--- config.mk ---
export PLATFORM = sky130hd
export DESIGN_NAME = id_ex_stage
export DESIGN_NICKNAME = d
export VERILOG_FILES = /design/src/rtl/cpu_pkg.sv /design/src/rtl/forward_unit.sv /design/src/rtl/id_ex_stage.sv
export SDC_FILE = /design/constraint.sdc
export NUM_CORES = 1
export LEC_CHECK = 0
export CORE_MARGIN = 2
export CORE_UTILIZATION = 40
export DETAILED_ROUTE_END_ITERATION = 16
export GPL_ROUTABILITY_DRIVEN = 0
export GPL_TIMING_DRIVEN = 0
export PLACE_DENSITY = 0.79
export SETUP_SLACK_MARGIN = 0.05
export SLEW_MARGIN = 15
export SYNTH_ARGS = -nofsm -noshare
export SYNTH_HDL_FRONTEND = slang
export SYNTH_HIERARCHICAL = 1
export SYNTH_SLANG_ARGS = --single-unit
--- constraint.sdc ---
create_clock -name clk -period 2.75 [get_ports clk]
set_clock_uncertainty 0.05 [all_clocks]
set_input_delay 0.4125 -clock clk [delete_from_list [all_inputs] [get_ports clk]]
set_output_delay 0.4125 -clock clk [all_outputs]
set_load 0.005 [all_outputs]
--- src/rtl/cpu_pkg.sv ---
// rtl/cpu_pkg.sv - shared ALU opcodes, forward selects and ID/EX register layout
package cpu_pkg;

    localparam logic [3:0] ALU_AND = 4'd0;
    localparam logic [3:0] ALU_OR  = 4'd1;
    localparam logic [3:0] ALU_ADD = 4'd2;
    localparam logic [3:0] ALU_XOR = 4'd3;
    localparam logic [3:0] ALU_NOR = 4'd4;
    localparam logic [3:0] ALU_SRL = 4'd5;
    localparam logic [3:0] ALU_SUB = 4'd6;
    localparam logic [3:0] ALU_SLT = 4'd7;
    localparam logic [3:0] ALU_SLL = 4'd8;

    localparam logic [1:0] FWD_REG = 2'd0;
    localparam logic [1:0] FWD_WB  = 2'd1;
    localparam logic [1:0] FWD_MEM = 2'd2;

    // Everything the ID/EX pipeline register holds; an all-zero value is a bubble.
    typedef struct packed {
        logic        valid;
        logic [31:0] rs_data;
        logic [31:0] rt_data;
        logic [31:0] imm32;
        logic [4:0]  rs_addr;
        logic [4:0]  rt_addr;
        logic [4:0]  rd_addr;
        logic [3:0]  alu_ctrl;
        logic        alu_src_b;
        logic        reg_write;
        logic        mem_to_reg;
    } id_ex_t;

    // Register 0 is hardwired to zero, so it never matches for forwarding or hazards.
    function automatic logic reg_hit(input logic [4:0] dst, input logic [4:0] src);
        return (dst != 5'd0) && (dst == src);
    endfunction

endpackage

--- src/rtl/forward_unit.sv ---
// rtl/forward_unit.sv - operand forward select for one source register (FORWARD_EN)
module forward_unit
    import cpu_pkg::*;
(
    input  logic [4:0]  src_addr,
    input  logic [31:0] src_data,
    input  logic        exmem_reg_write,
    input  logic [4:0]  exmem_rd,
    input  logic [31:0] exmem_result,
    input  logic        memwb_reg_write,
    input  logic [4:0]  memwb_rd,
    input  logic [31:0] memwb_result,
    output logic [1:0]  fwd_sel,
    output logic [31:0] fwd_data
);

`ifdef FORWARD_EN
    // Youngest producer wins: EX/MEM before MEM/WB before the register file value.
    always_comb begin
        fwd_sel  = FWD_REG;
        fwd_data = src_data;
        if (exmem_reg_write && reg_hit(exmem_rd, src_addr)) begin
            fwd_sel  = FWD_MEM;
            fwd_data = exmem_result;
        end else if (memwb_reg_write && reg_hit(memwb_rd, src_addr)) begin
            fwd_sel  = FWD_WB;
            fwd_data = memwb_result;
        end
    end
`else
    // Without forwarding the operand always comes from the stored register data;
    // the hazard logic in the stage stalls instead.
    logic unused_fwd_inputs;
    assign unused_fwd_inputs = ^{src_addr, exmem_reg_write, exmem_rd, exmem_result,
                                 memwb_reg_write, memwb_rd, memwb_result};

    always_comb begin
        fwd_sel  = FWD_REG;
        fwd_data = src_data;
    end
`endif

endmodule

--- src/rtl/id_ex_stage.sv ---
// rtl/id_ex_stage.sv - ID/EX pipeline register with hazard detection and forwarding (FORWARD_EN)
module id_ex_stage
    import cpu_pkg::*;
(
    input  logic        clk,
    input  logic        rst,
    input  logic        in_valid,
    input  logic [31:0] rs_data,
    input  logic [31:0] rt_data,
    input  logic [31:0] imm32,
    input  logic [4:0]  rs_addr,
    input  logic [4:0]  rt_addr,
    input  logic [4:0]  rd_addr,
    input  logic [3:0]  alu_ctrl,
    input  logic        alu_src_b,
    input  logic        reg_write,
    input  logic        mem_to_reg,
    input  logic        stall,
    input  logic        flush,
    input  logic        exmem_reg_write,
    input  logic [4:0]  exmem_rd,
    input  logic [31:0] exmem_result,
    input  logic        memwb_reg_write,
    input  logic [4:0]  memwb_rd,
    input  logic [31:0] memwb_result,
    output logic [31:0] alu_a,
    output logic [31:0] alu_b,
    output logic [3:0]  alu_op,
    output logic        out_valid,
    output logic [4:0]  ex_rd,
    output logic        ex_reg_write,
    output logic        ex_mem_to_reg,
    output logic        hazard_stall,
    output logic [1:0]  fwd_a,
    output logic [1:0]  fwd_b,
    output logic [15:0] stall_cnt
);

    id_ex_t      ex_q;
    id_ex_t      dec_d;
    logic [15:0] stall_cnt_q;
    logic        load_use;
    logic        raw_hit;
    logic [31:0] fwd_rt_data;

    // Pack the decode-stage inputs into the register layout.
    always_comb begin
        dec_d            = '0;
        dec_d.valid      = in_valid;
        dec_d.rs_data    = rs_data;
        dec_d.rt_data    = rt_data;
        dec_d.imm32      = imm32;
        dec_d.rs_addr    = rs_addr;
        dec_d.rt_addr    = rt_addr;
        dec_d.rd_addr    = rd_addr;
        dec_d.alu_ctrl   = alu_ctrl;
        dec_d.alu_src_b  = alu_src_b;
        dec_d.reg_write  = reg_write;
        dec_d.mem_to_reg = mem_to_reg;
    end

    // A load in EX cannot supply its data in time for a dependent instruction in decode.
    assign load_use = ex_q.valid && ex_q.mem_to_reg &&
                      (reg_hit(ex_q.rd_addr, rs_addr) || reg_hit(ex_q.rd_addr, rt_addr));

`ifdef FORWARD_EN
    assign raw_hit = 1'b0;
`else
    // With no bypass paths any in-flight producer of a source register must drain first.
    assign raw_hit = (ex_q.valid && ex_q.reg_write &&
                      (reg_hit(ex_q.rd_addr, rs_addr) || reg_hit(ex_q.rd_addr, rt_addr))) ||
                     (exmem_reg_write &&
                      (reg_hit(exmem_rd, rs_addr) || reg_hit(exmem_rd, rt_addr)));
`endif

    assign hazard_stall = in_valid && (load_use || raw_hit);

    // Pipeline register: reset, flush and hazard load a bubble; stall holds.
    always_ff @(posedge clk) begin
        if (rst) begin
            ex_q <= '0;
        end else if (flush) begin
            ex_q <= '0;
        end else if (stall) begin
            ex_q <= ex_q;
        end else if (hazard_stall) begin
            ex_q <= '0;
        end else begin
            ex_q <= dec_d;
        end
    end

    // Saturating count of cycles spent with a hazard asserted.
    always_ff @(posedge clk) begin
        if (rst) begin
            stall_cnt_q <= 16'd0;
        end else if (hazard_stall && (stall_cnt_q != 16'hFFFF)) begin
            stall_cnt_q <= stall_cnt_q + 16'd1;
        end
    end

    forward_unit u_fwd_a (
        .src_addr        (ex_q.rs_addr),
        .src_data        (ex_q.rs_data),
        .exmem_reg_write (exmem_reg_write),
        .exmem_rd        (exmem_rd),
        .exmem_result    (exmem_result),
        .memwb_reg_write (memwb_reg_write),
        .memwb_rd        (memwb_rd),
        .memwb_result    (memwb_result),
        .fwd_sel         (fwd_a),
        .fwd_data        (alu_a)
    );

    forward_unit u_fwd_b (
        .src_addr        (ex_q.rt_addr),
        .src_data        (ex_q.rt_data),
        .exmem_reg_write (exmem_reg_write),
        .exmem_rd        (exmem_rd),
        .exmem_result    (exmem_result),
        .memwb_reg_write (memwb_reg_write),
        .memwb_rd        (memwb_rd),
        .memwb_result    (memwb_result),
        .fwd_sel         (fwd_b),
        .fwd_data        (fwd_rt_data)
    );

    assign alu_b         = ex_q.alu_src_b ? ex_q.imm32 : fwd_rt_data;
    assign alu_op        = ex_q.alu_ctrl;
    assign out_valid     = ex_q.valid;
    assign ex_rd         = ex_q.rd_addr;
    assign ex_reg_write  = ex_q.reg_write;
    assign ex_mem_to_reg = ex_q.mem_to_reg;
    assign stall_cnt     = stall_cnt_q;

endmodule

==> impl_metrics.yaml <==
outcome:
  status: "completed"
placed_design:
  port_buffers: 220
  hpwlAfterDp_um: 12300
  placedCellCount: 1027
  pre_cts_slack_ns: -0.527
  placed_area_um2: 8290
final_layout:
  top_register: "ex_q"
  layout_common_cells: "clkdlybuf4s50_1 (215), dfxtp_1 (125), nor2_1 (92)"
  fin_area_um2: 8960
  nFillCells: 1254
  largest_reg_flops: 97
  final-seq-area_um2: 2500
  final_common_cell: "clkdlybuf4s50_1"
  multi_input_area_um2: 2550
  fin_util_pct: 62.1
  n_antenna_cell: 0
  drive_gt1_share_pct: 24.7
  synthToLayoutAreaGrowth_pct: 53.1
  nNetsFinal: 1064
  instances_no_fill: 1060
logic_synthesis:
  syn_inst: 621
  netlist_area_um2: 5850
  avgSynthCellArea_um2: 9.42
  ys_warn_count: 6
critical_path:
  crit_family: "simple AND/OR/NAND/NOR gates"
  worst-endpoint-arrival_ns: 2.19
  critPathLaunchType: "primary input"
  crit_type: "in2out"
  worst_r2r_path_depth: 9
  critPathSlowestCell: "or4_4"
  cpPeakStageDelay_ns: 0.55
  crit_fanout: 3
  cp_num_cells: 7
  crit_chain: "clkdlybuf4s15_1 > or4_4 > o21a_1 > and2_4 > a22oi_2 > inv_1 > dlygate4sd2_1"
  path_buf_inv: 3
  crit_required_ns: 2.29
  endpoint_kind: "output port"
floorplan:
  initial_core_util_pct: 40.6
  rows: 44
  die_height_um: 125
  io_pins: 296
  dieArea_um2: 15600
  die_w_um: 125
  core_um2: 14400
power:
  peakVddDrop_v: 0.000373
  power_leakage_uw: 0.00350
  power_density_nw_per_um2: 547
clock_network:
  clk_pin_slew_ns: 0.05
  clock_sink_count: 125
  cts_tree: "done"
  cts_max_level: 4
  cts_hold_buf: 0
  clk_path_buf_depth: 2
  worstSkewPairLatency_ns: 0.41
  root_buffer: "clkbuf_16"
  cts-buffers-inserted: 17
grt:
  track_usage_pct: 21.7
  grt_pass1_wl_um: 27000
  antenna_found_initial: 0
  overflow: 0
  grt_pass1_vias: 5315
  grt_max_degree: 17
drt:
  wirelength_um: 17000
  first_pass_iters: 5
  drtAntennaViolNets: 0
  drtIter0Drc: 303
  wl_per_cell_um: 16.0
  via_count: 5304
  via_per_inst: 5.00
  drc: 0
timing:
  tightest_slew_ns: 0.710
  slew_headroom_pct: 52.6
  worst_slack_ns: 0.0934
  final_hold_viol_count: 0
  fmax_ghz: 0.376
  rsz0062_at_grt: "false"
  fin_crit_ns: 2.66
  fin_crit_sh_pct: 96.6
  finalSetupViolations: 0
  slew_viol_final: 0
hold_path:
  hp-class: "in2reg"
  min_path_cells: 2
job:
  drv_cap: 0
## per-layer routing
metal	vias up	track usage (%)	routed length, um
met1	2490	26.0	7380
met2	188	37.4	8250
met3	24	5.26	1010
met4	0	8.82	350
met5	-	0	0
li1	2602	-	-
## metrics by stage
step | total power, uW | TNS (ns) | hold WS (ns)
CTS | 4930 | 0 | 0.375
floorplan | 2230 | 0 | 0.417
global route | 5080 | 0 | 0.405
global placement | 2570 | -17.87 | 0.413
detailed placement | 2580 | -21.91 | 0.422
finish | 4900 | 0 | 0.409
## layout make-up
type	instances	area share (%)
Buffer	123	9.19
Multi-Input combinational cell	371	28.4
Inverter	3	0.126
Timing Repair Buffer	223	24.8
Tap cell	184	2.57
Clock buffer	19	5.06
Clock inverter	12	1.89
Sequential cell	125	27.9
## path summary, 6_finish.rpt
kind | from | to | slack (ns)
max | exmem_rd[2] | hazard_stall | 0.09
min reg2reg | out_valid | out_valid | 0.43
min | rst | stall_cnt[2] | 0.41
max reg2reg | stall_cnt[0] | stall_cnt[1] | 0.18
## power breakdown
group,internal [uW],switching [uW],total (uW)
registers,1860,33.1,1900
logic,392,253,645
clock network,1550,806,2360
total,3810,1090,4900
## repair_timing
action                                  in CTS  in global routing
resized for setup                           14                  2
buffers inserted                             2                  1
endpoints found under the setup margin      30                  1
pin swaps                                    3                  2
Power figures use the tool's default switching activity.
==> edit 1, RTL diff (same flow settings) <==
Add a define of `FORWARD_EN`.
--- a/src/rtl/forward_unit.sv
+++ b/src/rtl/forward_unit.sv
@@ -1,4 +1,6 @@
 // rtl/forward_unit.sv - operand forward select for one source register (FORWARD_EN)
+`define FORWARD_EN
+
 module forward_unit
     import cpu_pkg::*;
 (
Function: changed (Yosys sat finds a counterexample within 4 cycles, from zero or initial values and one cycle with rst high).
==> edit 1 against the unedited design <==
First-iteration DRC count rose to 4.3 times the old value. Die area rose by 26%. Cell area is 55% higher. Total power increased by 21%. Sequential cell count grew 10. Critical path type is now reg -> out. Non-clock buffer count grew 102. Sequential share of layout area down 8.2 points. Synthesized area up 27%. Worst setup slack worse by 0.49 ns. The run now ends with negative setup slack left. Routed wire length rose by 140%. Sequential power up 9%. Critical endpoint is now alu_b[16].
==> edit 1: results (changes against the unedited design) <==
stage	metric	value	unit	change
sta	TNS Setup	-6.399	ns	was 0 ns
layout	multi-input gates	565		was 371
worst_setup_path	Max stage delay on crit path	0.42	ns	was 0.55 ns
placement	port buffer count	295		was 220
cts	clock latency on the worst-skew pair	0.43	ns	was 0.41 ns
route	initial DRC count	1299		was 303
worst_setup_path	critical path fanouts, max	6		was 3
route	Metal-1 WL	14.42	mm	was 7.375 mm
layout	buffering overhead	29.59	%	was 33.99%
synth	Post-Synthesis Cells	815		was 621
sta	setup slack after layout	-0.4011	ns	was 0.09344 ns
power_and_ir_drop	leakage power figure	4.843	nW	was 3.501 nW
status	status	finished, violations left		was completed
hold_path	Hold Path Class	reg -> reg		was in -> reg
global_route	global-route wire length before repair	51.76	mm	was 27.05 mm
layout	Seq Cell Count	135		was 125
layout	fraction of layout cells with a size suffix above 1	39.64	%	was 24.66%
sta	Hold Worst Slack	0.4281	ns	was 0.4090 ns
worst_setup_path	slowest CP cell	a31oi_4		was or4_4
layout	clock buf count	22		was 19
global_route	GR Util All Layers	33.64	%	was 21.66%
placement	post-DP HPWL	22.87	mm	was 12.32 mm
power_and_ir_drop	maximum VDD drop	449.0	uV	was 372.5 uV
worst_setup_path	CP top delay family	compound AO/OA/AOI/OAI gates		was simple AND/OR/NAND/NOR gates
layout	FF/Latch Area	2738	sq um	was 2502 sq um
worst_setup_path	worst-case reg-to-reg path depth	8		was 9
worst_setup_path	reg-to-reg critical path startpoint	stall_cnt[0]$_SDFFE_PP0P_		unchanged
worst_setup_path	reg-to-reg setup timing slack	0.33	ns	was 0.18 ns
layout	Final clock-cell share	4.403	%	was 6.942%
layout	Final Non-Filler Cells	1417		was 1060
sta	final setup fails	33		was 0
layout	# diodes	5		was 0
layout	area of the multi-input gates	6085	sq um	was 2547 sq um
layout	Layout area overhead	86.21	%	was 53.10%
route	vias	9885		was 5304
placement	placed cells	1339		was 1027
sta	Slew @ Worst Pin	0.8596	ns	was 0.7103 ns
worst_setup_path	Arr. time, crit path	2.69	ns	was 2.19 ns
route	max layer used	met5		was met4
global_route	antenna violations before repair	7		was 0
route	DR WL met3	4.699	mm	was 1.013 mm
route	DR WL/cell	28.28	um	was 16.03 um
status	failing checks	negative setup slack		
worst_setup_path	Critical path origin	ex_q[12]$_SDFFE_PP0N_		was exmem_rd[2]
hold_path	WHS Endpoint	alu_op[0]$_SDFFE_PP0N_		was stall_cnt[2]$_SDFFE_PP0P_
worst_setup_path	crit path to	alu_b[16]		was hazard_stall
layout	Largest register FFs	107		was 97
placement	pre-CTS setup slack	-0.9201	ns	was -0.5265 ns
synth	Syn Nets	1015		
layout	Non-clk bufs	448		was 346
global_route	vias in the first global route	8895		was 5315
placement	placed cell areas	10670	sq um	was 8290 sq um
layout	fraction of area in multi-input gates	43.97	%	was 28.44%
hold_path	worst hold path cell count	1		was 2
hold_path	min-delay src	alu_op[0]$_SDFFE_PP0N_		was rst
cts	CTS Buf Count	17		unchanged
layout	FILL cells	1056		was 1254
route	WL met2	17.82	mm	was 8.250 mm
route	1st-pass router iterations	12		was 5
edit 1: cell count changes in the layout (fill, tap and decap cells not counted), sizes merged, moves of 7 or more:
cell / before / now
dlygate4sd2: 3 / 14
o31ai: 4 / 74
and3: 2 / 9
clkbuf: 47 / 118
a22oi: 111 / 1
nor2: 112 / 9
a22o: 0 / 119
or4: 6 / 14
nor4: 2 / 69
nand4: 6 / 70
dfxtp: 125 / 135
a31oi: 0 / 65
buf: 98 / 120
edit 1: report_power, final:
part,internal (mW),switching [mW],leakage (nW)
Clock,1.48,0.952,0.291
Sequential,2.01,0.0662,1.11
Combinational,0.684,0.725,3.45
Total,4.18,1.74,4.84
edit 1: layer usage:
metal	global-route usage [%]	up-vias
met5	0	-
met4	17.38	4
met3	10.77	299
met2	56.11	858
met1	38.69	4668
li1	-	4056
edit 1: timing repair:
item,CTS,global route
setup endpoints to repair,69,65
pin swaps,51,65
gates cloned,7,1
endpoints found under the hold margin,0,0
setup buffers,24,19
resized for setup,460,270
==> edit 2, RTL diff (same flow settings) <==
Without the edit above. Put one more register stage on the output `stall_cnt`, with the module's reset. The value now appears one clock later. The other outputs are not delayed to match.
--- a/src/rtl/id_ex_stage.sv
+++ b/src/rtl/id_ex_stage.sv
@@ -131,7 +131,13 @@
     assign ex_rd         = ex_q.rd_addr;
     assign ex_reg_write  = ex_q.reg_write;
     assign ex_mem_to_reg = ex_q.mem_to_reg;
-    assign stall_cnt     = stall_cnt_q;
+    always_ff @(posedge clk) begin
+        if (rst) begin
+            stall_cnt <= '0;
+        end else begin
+            stall_cnt <= stall_cnt_q;
+        end
+    end
 
 endmodule
 
Behaviour: not the same (Yosys sat finds a counterexample within 4 cycles, from zero or initial values and one cycle with rst high).
==> edit 2 against the unedited design <==
Register-to-register slack better by 0.06 ns. Combinational power up 1%. Synthesized area up 7.2%. Utilization down 0.72 points. Total power grew 0.43%. Sequential share of layout area rose by 2.3 points. Worst setup slack improved by 0.037 ns. Routed wire length grew 1.3%. Cell area increased by 4.6%. Sequential cell count rose by 16. Via count increased by 2.9%. Count of clock-buffer cells in the layout shrank 1. Critical path type is now reg -> out. Critical endpoint is now alu_b[4]. Largest power group unchanged.
==> edit 2: results (changes against the unedited design) <==
stage	metric	value	unit	change
worst_setup_path	CP top delay family	buffers and inverters		was simple AND/OR/NAND/NOR gates
hold_path	Hold Path Class	reg -> reg		was in -> reg
worst_setup_path	Worst R2R End	stall_cnt_q[1]$_SDFFE_PP0P_		was stall_cnt[1]$_SDFFE_PP0P_
worst_setup_path	Critical path origin	ex_q[2]$_SDFFE_PP0N_		was exmem_rd[2]
worst_setup_path	Max stage delay on crit path	0.53	ns	was 0.55 ns
global_route	met3 global-route usage	6.524	%	was 5.263%
global_route	global-route met2 utilization	34.09	%	was 37.35%
power_and_ir_drop	leakage power figure	3.735	nW	was 3.501 nW
layout	Final Non-Filler Cells	1119		was 1060
placement	port buffer count	221		was 220
global_route	vias in the first global route	5402		was 5315
route	DR WL met3	1.212	mm	was 1.013 mm
worst_setup_path	reg-to-reg critical path startpoint	ex_rd[1]$_SDFFE_PP0N_		was stall_cnt[0]$_SDFFE_PP0P_
placement	placed cells	1087		was 1027
placement	post-DP HPWL	12.72	mm	was 12.32 mm
sta	setup slack after layout	0.1301	ns	was 0.09344 ns
layout	fraction of layout cells with a size suffix above 1	24.04	%	was 24.66%
route	WL met2	8.330	mm	was 8.250 mm
hold_path	WHS Endpoint	stall_cnt[14]$_SDFF_PP0_		was stall_cnt[2]$_SDFFE_PP0P_
global_route	global-route wire length before repair	27.59	mm	was 27.05 mm
placement	pre-CTS setup slack	-0.3088	ns	was -0.5265 ns
sta	relative slew slack	51.70	%	was 52.65%
route	Metal-1 WL	7.311	mm	was 7.375 mm
worst_setup_path	reg-to-reg setup timing slack	0.24	ns	was 0.18 ns
synth	Post-Synthesis Cells	653		was 621
sta	Hold Worst Slack	0.4181	ns	was 0.4090 ns
route	DR WL/cell	15.39	um	was 16.03 um
worst_setup_path	slowest CP cell	dfxtp_1		was or4_4
layout	design area	9365	sq um	was 8957 sq um
placement	placed cell areas	8758	sq um	was 8290 sq um
power_and_ir_drop	maximum VDD drop	495.7	uV	was 372.5 uV
global_route	GR Util All Layers	21.01	%	was 21.66%
hold_path	worst hold path cell count	2		unchanged
worst_setup_path	critical path fanouts, max	10		was 3
status	status	completed		unchanged
layout	FILL cells	1314		was 1254
worst_setup_path	crit path to	alu_b[4]		was hazard_stall
global_route	grt met1 use	25.87	%	was 25.98%
power_and_ir_drop	Switching Power	1.185	mW	was 1.092 mW
global_route	antenna violations before repair	1		was 0
cts	CTS Buf Count	17		unchanged
route	Vias/cell	4.876		was 5.004
hold_path	min-delay src	stall_cnt_q[14]$_SDFFE_PP0P_		was rst
## edit 2: layout make-up
cell class / count / share of cell area [%]
flip-flops and latches: 141 / 30.19
multi-input cells: 383 / 28.26
repair buffers: 223 / 23.78
plain buffers: 125 / 8.898
clock buffers: 18 / 4.583
well taps: 211 / 2.819
clock inverters: 12 / 1.242
inverters: 5 / 0.2004
diodes: 1 / 0.02672
## edit 2: power by group through the flow
stage | registers [mW] | clock network, mW | logic [mW]
2_1_floorplan | 2.16 | 0 | 0.313
3_3_place_gp | 2.17 | 0 | 0.645
3_5_place_dp | 2.17 | 0 | 0.651
4_1_cts | 2.13 | 2.18 | 0.654
5_1_grt | 2.14 | 2.27 | 0.711
6_report | 2.13 | 2.14 | 0.653
## edit 2: repair_timing
item	in CTS	in global routing
setup buffers	1	1
pin swaps	1	3
setup endpoints to repair	30	2
gates resized for setup	12	7
